==> src/rtl/sd_evt_pkg.sv <==
// rtl/sd_evt_pkg.sv - shared types and helpers for the event status latch
// Contents:
//   evt_edge_t : classification of a detected transition on one bit
//   sat_inc    : saturating increment used by the per-bit event counters
package sd_evt_pkg;

  // Encoded as {fall, rise} so a packed pair of detect bits casts directly.
  typedef enum logic [1:0] {
    EDGE_NONE = 2'b00,
    EDGE_RISE = 2'b01,
    EDGE_FALL = 2'b10,
    EDGE_BOTH = 2'b11
  } evt_edge_t;

  // Increment by one, holding at max instead of wrapping.
  function automatic logic [31:0] sat_inc(input logic [31:0] cnt,
                                          input logic [31:0] max);
    return (cnt >= max) ? cnt : cnt + 32'd1;
  endfunction

endpackage

==> src/rtl/sd_edge_counter.sv <==
// rtl/sd_edge_counter.sv - one bit of edge detect, sticky status and saturating counter
// Ports:
//   clk, rst     : local clock, asynchronous active-high reset
//   armed        : high once the first post-reset sample of the level is held
//   level        : synchronised input level for this bit
//   rise_en      : a 0->1 transition is an event
//   fall_en      : a 1->0 transition is an event
//   clr          : write-1-to-clear strobe for this bit
//   status       : sticky event flag
//   status_next  : value status takes on the coming edge (feeds the irq register)
//   cnt          : saturating event count
module sd_edge_counter
  import sd_evt_pkg::*;
#(
  parameter int CNT_W = 8
) (
  input  logic             clk,
  input  logic             rst,
  input  logic             armed,
  input  logic             level,
  input  logic             rise_en,
  input  logic             fall_en,
  input  logic             clr,
  output logic             status,
  output logic             status_next,
  output logic [CNT_W-1:0] cnt
);

  localparam logic [31:0] CNT_MAX = 32'((64'd1 << CNT_W) - 64'd1);

  logic             prev;
  evt_edge_t        edge_kind;
  logic             evt;
  logic [CNT_W-1:0] cnt_next;

  always_comb begin
    edge_kind = EDGE_NONE;
    // Until armed, prev does not yet hold a real sample, so nothing counts.
    if (armed) begin
      edge_kind = evt_edge_t'({~level & prev & fall_en, level & ~prev & rise_en});
    end
    evt = (edge_kind != EDGE_NONE);

    // A new event beats a simultaneous clear.
    status_next = (status & ~clr) | evt;

    cnt_next = cnt;
    if (clr && evt) begin
      cnt_next = CNT_W'(1);
    end else if (clr) begin
      cnt_next = '0;
    end else if (evt) begin
      cnt_next = CNT_W'(sat_inc(32'(cnt), CNT_MAX));
    end
  end

  always_ff @(posedge clk or posedge rst) begin
    if (rst) begin
      prev   <= 1'b0;
      status <= 1'b0;
      cnt    <= '0;
    end else begin
      prev   <= level;
      status <= status_next;
      cnt    <= cnt_next;
    end
  end

endmodule

==> src/rtl/sd_event_status_latch.sv <==
// rtl/sd_event_status_latch.sv - sticky edge-event status, counters and masked interrupt
// Ports:
//   clk, rst  : local clock, asynchronous active-high reset
//   in_sync   : levels already synchronised into this domain
//   rise_en   : per-bit rising-edge event enable
//   fall_en   : per-bit falling-edge event enable
//   int_en    : per-bit interrupt enable
//   clr_we    : one-cycle clear strobe
//   clr_mask  : bits cleared when clr_we is high (write-1-to-clear)
//   cnt_sel   : selects which counter appears on cnt_out
//   status    : sticky event flags
//   irq       : registered OR of enabled status bits
//   cnt_out   : count of the selected bit, zero when cnt_sel is out of range
module sd_event_status_latch
  import sd_evt_pkg::*;
#(
  parameter int WIDTH = 2,
  parameter int CNT_W = 8,
  localparam int SEL_W = $clog2(WIDTH) + 1
) (
  input  logic             clk,
  input  logic             rst,
  input  logic [WIDTH-1:0] in_sync,
  input  logic [WIDTH-1:0] rise_en,
  input  logic [WIDTH-1:0] fall_en,
  input  logic [WIDTH-1:0] int_en,
  input  logic             clr_we,
  input  logic [WIDTH-1:0] clr_mask,
  input  logic [SEL_W-1:0] cnt_sel,
  output logic [WIDTH-1:0] status,
  output logic             irq,
  output logic [CNT_W-1:0] cnt_out
);

  logic             armed;
  logic [WIDTH-1:0] status_next;
  logic [CNT_W-1:0] cnt_arr [WIDTH];

  // The first edge after reset only captures the levels; a line already
  // high at release must not look like a rising edge.
  always_ff @(posedge clk or posedge rst) begin
    if (rst) begin
      armed <= 1'b0;
    end else begin
      armed <= 1'b1;
    end
  end

  for (genvar g = 0; g < WIDTH; g++) begin : g_bit
    sd_edge_counter #(
      .CNT_W(CNT_W)
    ) u_bit (
      .clk        (clk),
      .rst        (rst),
      .armed      (armed),
      .level      (in_sync[g]),
      .rise_en    (rise_en[g]),
      .fall_en    (fall_en[g]),
      .clr        (clr_we & clr_mask[g]),
      .status     (status[g]),
      .status_next(status_next[g]),
      .cnt        (cnt_arr[g])
    );
  end

  // Built from status_next so irq rises on the same edge as status.
  always_ff @(posedge clk or posedge rst) begin
    if (rst) begin
      irq <= 1'b0;
    end else begin
      irq <= |(status_next & int_en);
    end
  end

  always_comb begin
    cnt_out = '0;
    for (int i = 0; i < WIDTH; i++) begin
      if (cnt_sel == SEL_W'(i)) begin
        cnt_out = cnt_arr[i];
      end
    end
  end

endmodule
==> config.mk <==
export PLATFORM = sky130hd
export DESIGN_NAME = sd_event_status_latch
export DESIGN_NICKNAME = d
export VERILOG_FILES = /design/src/rtl/sd_evt_pkg.sv /design/src/rtl/sd_edge_counter.sv /design/src/rtl/sd_event_status_latch.sv
export SDC_FILE = /design/constraint.sdc
export NUM_CORES = 1
export LEC_CHECK = 0
export ABC_AREA = 1
export CAP_MARGIN = 20
export CORE_MARGIN = 1
export CORE_UTILIZATION = 35
export DETAILED_ROUTE_END_ITERATION = 6
export HOLD_SLACK_MARGIN = 0.15
export MAX_ROUTING_LAYER = met4
export SYNTH_ARGS = -nofsm -noshare
export SYNTH_HDL_FRONTEND = slang
export SYNTH_SLANG_ARGS = --single-unit
==> constraint.sdc <==
create_clock -name clk -period 2 [get_ports clk]
set_clock_uncertainty 0.1 [all_clocks]
set_input_delay 0.2 -clock clk [delete_from_list [all_inputs] [get_ports clk]]
set_output_delay 0.2 -clock clk [all_outputs]
set_load 0.01 [all_outputs]
==> reports/metrics.csv, run 1 <==
metric,value,unit
crit_type,in2out,
antenna_found_initial,0,
syn_area,1450,µm²
synth_top_area_frac,0.380,
crit_path_frequent_cell,clkdlybuf4s50_1,
viasPerCell,4.71,
drive_gt1_frac,0.0970,
rr_endpoint,g_bit[0].u_bit.cnt[3]$_DFFE_PP0P_,
gp_congestion,0.827,
crit_path_end_kind,output pin,
num_vias,1351,
grt_pass1_vias,1350,
rr_worst_depth,8,
syn_area_per_cell,6.89,µm²
slowest_stage,clkdlybuf4s50_1,
drt_iter0_drc,64,
grt.busiest_layer,met2,
synth-seq-cells,22,
power.leakage,0.00103,µW
path_cells,clkdlybuf4s50_1 > or2_4 > o21ai_0 > clkdlybuf4s50_1,
io_pins,26,
finalHoldViolCount,0,
insertion_delay,0.26,ns
cts_tree,yes,
yosysSeqAreaShare,0.380,
slowest_delay,0.55,ns
numCtsBuffers,3,
die_h,66.3,µm
wl_per_cell,11.6,µm
synth.most_common_cell,nand2_1,
status,finished clean,
layout.nets,255,
fp.dieW,66.3,µm
synth_edf_count,0,
grt_setup_unrepaired,false,
setup_viol,0,
fin_cells,287,
irDropWorstVdd,429,µV
cap_violations,0,
postPlaceCellArea,1760,µm²
synth_common_cells,"nand2_1, nand3_1, inv_1",
ys_warn_count,0,
grt_use_met2,0.343,
synthTopCellsByArea,"dfrtp_1, nand2_1, nand3_1",
wirelength,3.33,mm
clk_root_buffer_cell,clkbuf_8,
cp.required,1.70,ns
ant_nets,0,
hold-worst-slack,0.170,ns
finalPower,1190,µW
clk_pin_slew,0.08,ns
clock_path_buffers,2,
globalRouteMet1Util,0.206,
cp.arrival,1.64,ns
port_buffers,25,
cts.sinks,22,
powerDensity,645,nW/µm²
synthToLayoutAreaGrowth,27.7,%
synth.distinct_cells,24,
final-max-slew-violation-count,0,
worstReg2RegStart,g_bit[0].u_bit.cnt[0]$_DFFE_PP0P_,
synth_top_area_cell,dfrtp_1,
synth_top_flop_cell,dfrtp_1,
start_util,0.365,
htreeDepth,1,
dp_cells,283,
grtUsageTotal,0.188,
die_area,4400,µm²
diodes,0,
fin_crit,1.94,ns
period_share,0.970,
holdBufCountCts,0,
async_flop_share,1.00,
cp-start-kind,input port,
dp_hpwl,2.57,mm
firstDrtPassIters,4,
use_met3,0.0448,
fmaxAchievable,0.516,GHz
syn_nets,227,
drc_errors,0,
grt_overflow_total,0,
hp-class,in2async,
r2r_slack,0.48,ns
fp.coreArea,3970,µm²
critPathMaxFanout,8,
design_area,1850,µm²
synthCells,210,
num_rows,23,
grt_max_degree,23,
grt_pass1_wl,6.09,mm
==> power breakdown <==
| group | internal [µW] | total (µW) | switching, µW | leakage, µW |
|---|---|---|---|---|
| Sequential | 488 | 539 | 51.4 | 0.000290 |
| Combinational | 110 | 235 | 125 | 0.000702 |
| Clock | 267 | 418 | 151 | 0.0000357 |
| Total | 865 | 1190 | 327 | 0.00103 |
==> cell type report <==
cell class | instances | area [µm²]
clock inverters | 1 | 30.0
well taps | 50 | 62.6
flip-flops and latches | 22 | 551
inverters | 29 | 109
repair buffers | 28 | 290
fillers | 395 | 2120
clock buffers | 3 | 41.3
multi-input cells | 154 | 764
==> stage by stage <==
step           setup slack (ns)  setup TNS (ns)  utilization
2_1_floorplan             0.670               0            -
3_3_place_gp            -0.0296         -0.0590        0.442
3_5_place_dp            -0.0572          -0.103        0.442
4_1_cts                 0.00744               0        0.461
5_1_grt                  0.0213               0        0.465
6_report                 0.0606               0        0.465
==> worst max-delay path by stage <==
stage,slack (ns),start,end
6_report,0.06,cnt_sel[0],cnt_out[2]
5_1_grt,0.02,cnt_sel[0],cnt_out[2]
4_1_cts,0.007,cnt_sel[0],cnt_out[5]
3_5_place_dp,-0.06,cnt_sel[0],cnt_out[1]
3_3_place_gp,-0.03,cnt_sel[0],cnt_out[2]
2_1_floorplan,0.67,g_bit[0].u_bit.cnt[0]$_DFFE_PP0P_,g_bit[0].u_bit.cnt[7]$_DFFE_PP0P_
==> registers in the layout, indices dropped and copies added, names as in the netlist <==
name and cells:
armed 1, irq 1, g_bit.u_bit.status 2, g_bit.u_bit.prev 2, g_bit.u_bit.cnt 16
==> logic make-up (layout without fill, tap and decap cells) <==
kind of cell | Yosys count | count (layout) | synth area share
flops | 22 | 22 | 0.380
xor+xnor | 4 | 4 | 0.0242
simple gates | 132 | 132 | 0.420
compound gates | 15 | 15 | 0.0622
buf+inv | 34 | 61 | 0.0933
other cells | 1 | 1 | 0.00259
fa+ha+maj | 2 | 2 | 0.0173
==> repair_timing <==
item / 4_1_cts / 5_1_grt
setup endpoints to repair: 7 / 7
resized for setup: 1 / 7
buffers inserted: 0 / 0
gates cloned: 0 / 0
pin swaps: 0 / 0
==> worst max-delay path, delay by kind of cell <==
kind            cells  cell delay, ns
buf+inv             2            0.97
compound gates      1            0.16
simple gates        1            0.31
==> routing by layer <==
layer,routed length [µm],share of wire
met5,0,0
met4,23,0.0069
met3,128,0.038
met2,1720,0.52
met1,1450,0.44
==> cells in the final DEF, fill, tap and decap left out, types with 4 or more instances in the layout <==
cell              n
o22ai_1           6
nor2_1           20
clkdlybuf4s50_1  18
nand2_1          60
dfrtp_1          22
xor2_1            4
nand2_2           6
nand3_1          35
inv_1            26
dlymetal6s2s_1    7
o21ai_0           5
No activity file was read; power rests on OpenSTA's default activity.
==> run 2, diff against run 1 <==
--- a/config.mk
+++ b/config.mk
@@ -5,7 +5,7 @@
 export SDC_FILE = /design/constraint.sdc
 export NUM_CORES = 1
 export LEC_CHECK = 0
-export ABC_AREA = 1
+export ABC_AREA = 0
 export CAP_MARGIN = 20
 export CORE_MARGIN = 1
 export CORE_UTILIZATION = 35
==> run 2 against run 1 <==
Net effect: maximum frequency is 3.1% higher; via count is 19% lower; wire length is 12% lower; clock power is 53% lower; flip-flop and latch count stayed put; clock-buffer cell count stayed put; global-route usage is 0.49 points lower; die area is 13% lower; synthesized cell count is 35% lower; hold slack better by 0.11 ns; critical path type unchanged; largest power group unchanged.
==> reports/metrics.csv, run 2 <==
metric,value,unit,change
cts_tree,yes,,unchanged
wl_per_cell,14.2,µm,was 11.6 µm
synth.distinct_cells,43,,was 24
top_layer_used,met4,,unchanged
postCtsSetupBuffers,0,,unchanged
crit_type,in2out,,unchanged
met3WireLength,89,µm,was 128 µm
clk_pin_slew,0.12,ns,was 0.08 ns
layout_setup_ws,0.118,ns,was 0.0606 ns
gp_congestion,0.779,,was 0.827
grt_setup_unrepaired,false,,unchanged
cp.arrival,1.58,ns,was 1.64 ns
powerDensity,539,nW/µm²,was 645 nW/µm²
grt_pass1_vias,1070,,was 1350
async_flop_share,1.00,,unchanged
setup_viol,0,,unchanged
cp.required,1.70,ns,about the same
combPwrFrac,0.188,,was 0.197
layout_commonest_cell,clkdlybuf4s50_1,,was nand2_1
period_share,0.941,,was 0.970
ys_warn_count,0,,unchanged
synthCells,136,,was 210
crit_path_frequent_cell,clkdlybuf4s50_1,,unchanged
clockPowerShare,0.232,,was 0.351
largest_reg_flops,16,,unchanged
fin_crit,1.88,ns,was 1.94 ns
grt_max_degree,23,,unchanged
syn_area,1260,µm²,was 1450 µm²
path_cells,clkdlybuf4s50_1 > buf_4 > mux2i_1 > nor2_1 > clkdlybuf4s50_1,,was clkdlybuf4s50_1 > or2_4 > o21ai_0 > clkdlybuf4s50_1
yosysSeqAreaShare,0.438,,was 0.380
drc_errors,0,,unchanged
layout.nets,179,,was 255
reg_top3,"g_bit.u_bit.cnt x16, g_bit.u_bit.prev x2, g_bit.u_bit.status x2",,unchanged
num_vias,1099,,was 1351
wirelength,2.92,mm,was 3.33 mm
syn_area_per_cell,9.24,µm²,was 6.89 µm²
viasPerCell,5.33,,was 4.71
ant_nets,0,,unchanged
p_switching,224,µW,was 327 µW
p_sw_frac,0.264,,was 0.274
synth_edf_count,0,,unchanged
postPlaceCellArea,1540,µm²,was 1760 µm²
cp_top_family,buffers and inverters,,unchanged
firstDrtPassIters,4,,unchanged
die_h,61.9,µm,was 66.3 µm
cap_violations,0,,unchanged
io_pins,26,,unchanged
cts.sinks,22,,unchanged
slowest_delay,0.49,ns,was 0.55 ns
synth-seq-cells,22,,unchanged
drt_iter0_drc,47,,was 64
grtUsageTotal,0.183,,was 0.188
final-max-slew-violation-count,0,,unchanged
htreeDepth,1,,unchanged
irDropWorstVdd,254,µV,was 429 µV
numCtsBuffers,3,,unchanged
m1WireLength,1.38,mm,was 1.45 mm
diodes,0,,unchanged
die_area,3830,µm²,was 4400 µm²
fp.dieW,61.9,µm,was 66.3 µm
dp_hpwl,2.17,mm,was 2.57 mm
cp-start-kind,input port,,unchanged
synth_top_area_cell,dfrtp_1,,unchanged
crit_path_end_kind,output pin,,unchanged
port_buffers,25,,unchanged
drive_gt1_frac,0.0500,,was 0.0970
finalHoldViolCount,0,,unchanged
wl_met2,1.41,mm,was 1.72 mm
utilization,0.466,,was 0.465
power.leakage,0.000671,µW,was 0.00103 µW
synth_top_flop_cell,dfrtp_1,,unchanged
p_int,626,µW,was 865 µW
synth.most_common_cell,dfrtp_1,,was nand2_1
syn_nets,153,,was 227
power_frac_seq,0.580,,was 0.452
fmaxAchievable,0.531,GHz,was 0.516 GHz
slowest_stage,clkdlybuf4s50_1,,unchanged
hold-worst-slack,0.279,ns,was 0.170 ns
insertion_delay,0.30,ns,was 0.26 ns
clock_path_buffers,2,,unchanged
timing.critical_path.buf_inv,3,,was 2
synth_common_cells,"dfrtp_1, nor2_1, nand2_1",,"was nand2_1, nand3_1, inv_1"
antenna_found_initial,0,,unchanged
fp.coreArea,3390,µm²,was 3970 µm²
grt_pass1_wl,4.89,mm,was 6.09 mm
synthToLayoutAreaGrowth,25.7,%,was 27.7%
critPathMaxFanout,8,,unchanged
regMostFlops,g_bit.u_bit.cnt,,unchanged
num-fill-cells,336,,was 395
num_rows,21,,was 23
design_area,1580,µm²,was 1850 µm²
start_util,0.371,,was 0.365
layout_common_cells,"clkdlybuf4s50_1, dfrtp_1, nor2_1, nand2_1, a21oi_1",,"was nand2_1, nand3_1, inv_1, dfrtp_1, nor2_1"
grt_overflow_total,0,,unchanged
status,finished clean,,unchanged
clk_root_buffer_cell,clkbuf_4,,was clkbuf_8
tns,0,ns,unchanged
dp_slack,0.0805,ns,was -0.0572 ns
synthTopCellsByArea,"dfrtp_1, mux2i_1, nor2_1",,"was dfrtp_1, nand2_1, nand3_1"
hp-class,in2reg,,was in2async
synth_top_area_frac,0.438,,was 0.380
run 2: changes by cell type after synthesis, sizes merged, moves of 10 or more:
cell / before / now
nand2: 69 / 14
nand3: 36 / 4
inv: 27 / 3
a21oi: 0 / 11
mux2i: 0 / 10
run 2: cells by family (layout without fill, tap and decap cells):
logic type | Yosys count | in the layout | share of synthesized area
DFF | 22 | 22 | 0.438
and+or+nand+nor | 56 | 56 | 0.231
adders and majority gates | 2 | 2 | 0.0199
muxes | 10 | 10 | 0.0797
other | 1 | 1 | 0.00299
buffers and inverters | 10 | 34 | 0.0368
AOI/OAI and AO/OA | 35 | 35 | 0.191
run 2: cell type report:
cell class,instances,area (µm²),area share
Clock buffer,3,22.5,0.0143
Inverter,3,11.3,0.00713
Multi-Input combinational cell,104,659,0.418
Sequential cell,22,551,0.349
Tap cell,46,57.6,0.0365
Timing Repair Buffer,28,278,0.176
run 2: worst reg2reg max path, stage by stage, from the launching register on:
cell and delay (ns):
dfrtp_1 0.50, and4_1 0.23, a21boi_0 0.38, a31oi_1 0.15
a41o_1 0.21
run 2: layer usage:
layer	up-vias	GRT usage
met5	-	-
met4	0	0.0571
met3	4	0.0207
met2	28	0.295
met1	521	0.243
li1	546	-
run 2: path summary, 6_finish.rpt:
| kind | start | to | slack (ns) | cells after the start |
|---|---|---|---|---|
| worst max-delay path | cnt_sel[0] | cnt_out[3] | 0.12 | 5 |
| worst min-delay path | in_sync[0] | g_bit[0].u_bit.prev$_DFF_PP0_ | 0.28 | 1 |
| worst max register to register | g_bit[0].u_bit.cnt[3]$_DFFE_PP0P_ | g_bit[0].u_bit.cnt[4]$_DFFE_PP0P_ | 0.34 | 4 |
| worst min register to register | g_bit[0].u_bit.status$_DFF_PP0_ | g_bit[0].u_bit.status$_DFF_PP0_ | 0.43 | 1 |
| max in group asynchronous | rst | g_bit[1].u_bit.cnt[3]$_DFFE_PP0P_ | 0.90 | 4 |
| min in group asynchronous | rst | g_bit[0].u_bit.cnt[0]$_DFFE_PP0P_ | 0.68 | 4 |
run 2: power groups by stage:
stage,combinational [µW],sequential (µW),clock (µW)
after global routing,182,498,227
after detailed placement,160,502,0
after CTS,162,494,211
final,160,494,197
after floorplan,93.7,497,0
after global placement,157,502,0
run 2: through the flow:
stage | power [µW] | cells
2_1_floorplan | 591 | 136
3_3_place_gp | 659 | 202
3_5_place_dp | 662 | 202
4_1_cts | 867 | 206
5_1_grt | 907 | 206
6_report | 851 | 206
run 2: what timing repair did:
action,in CTS,in global routing
hold buffers,1,0
resized for setup,0,1
endpoints found under the setup margin,0,1
hold endpoints to repair,22,0
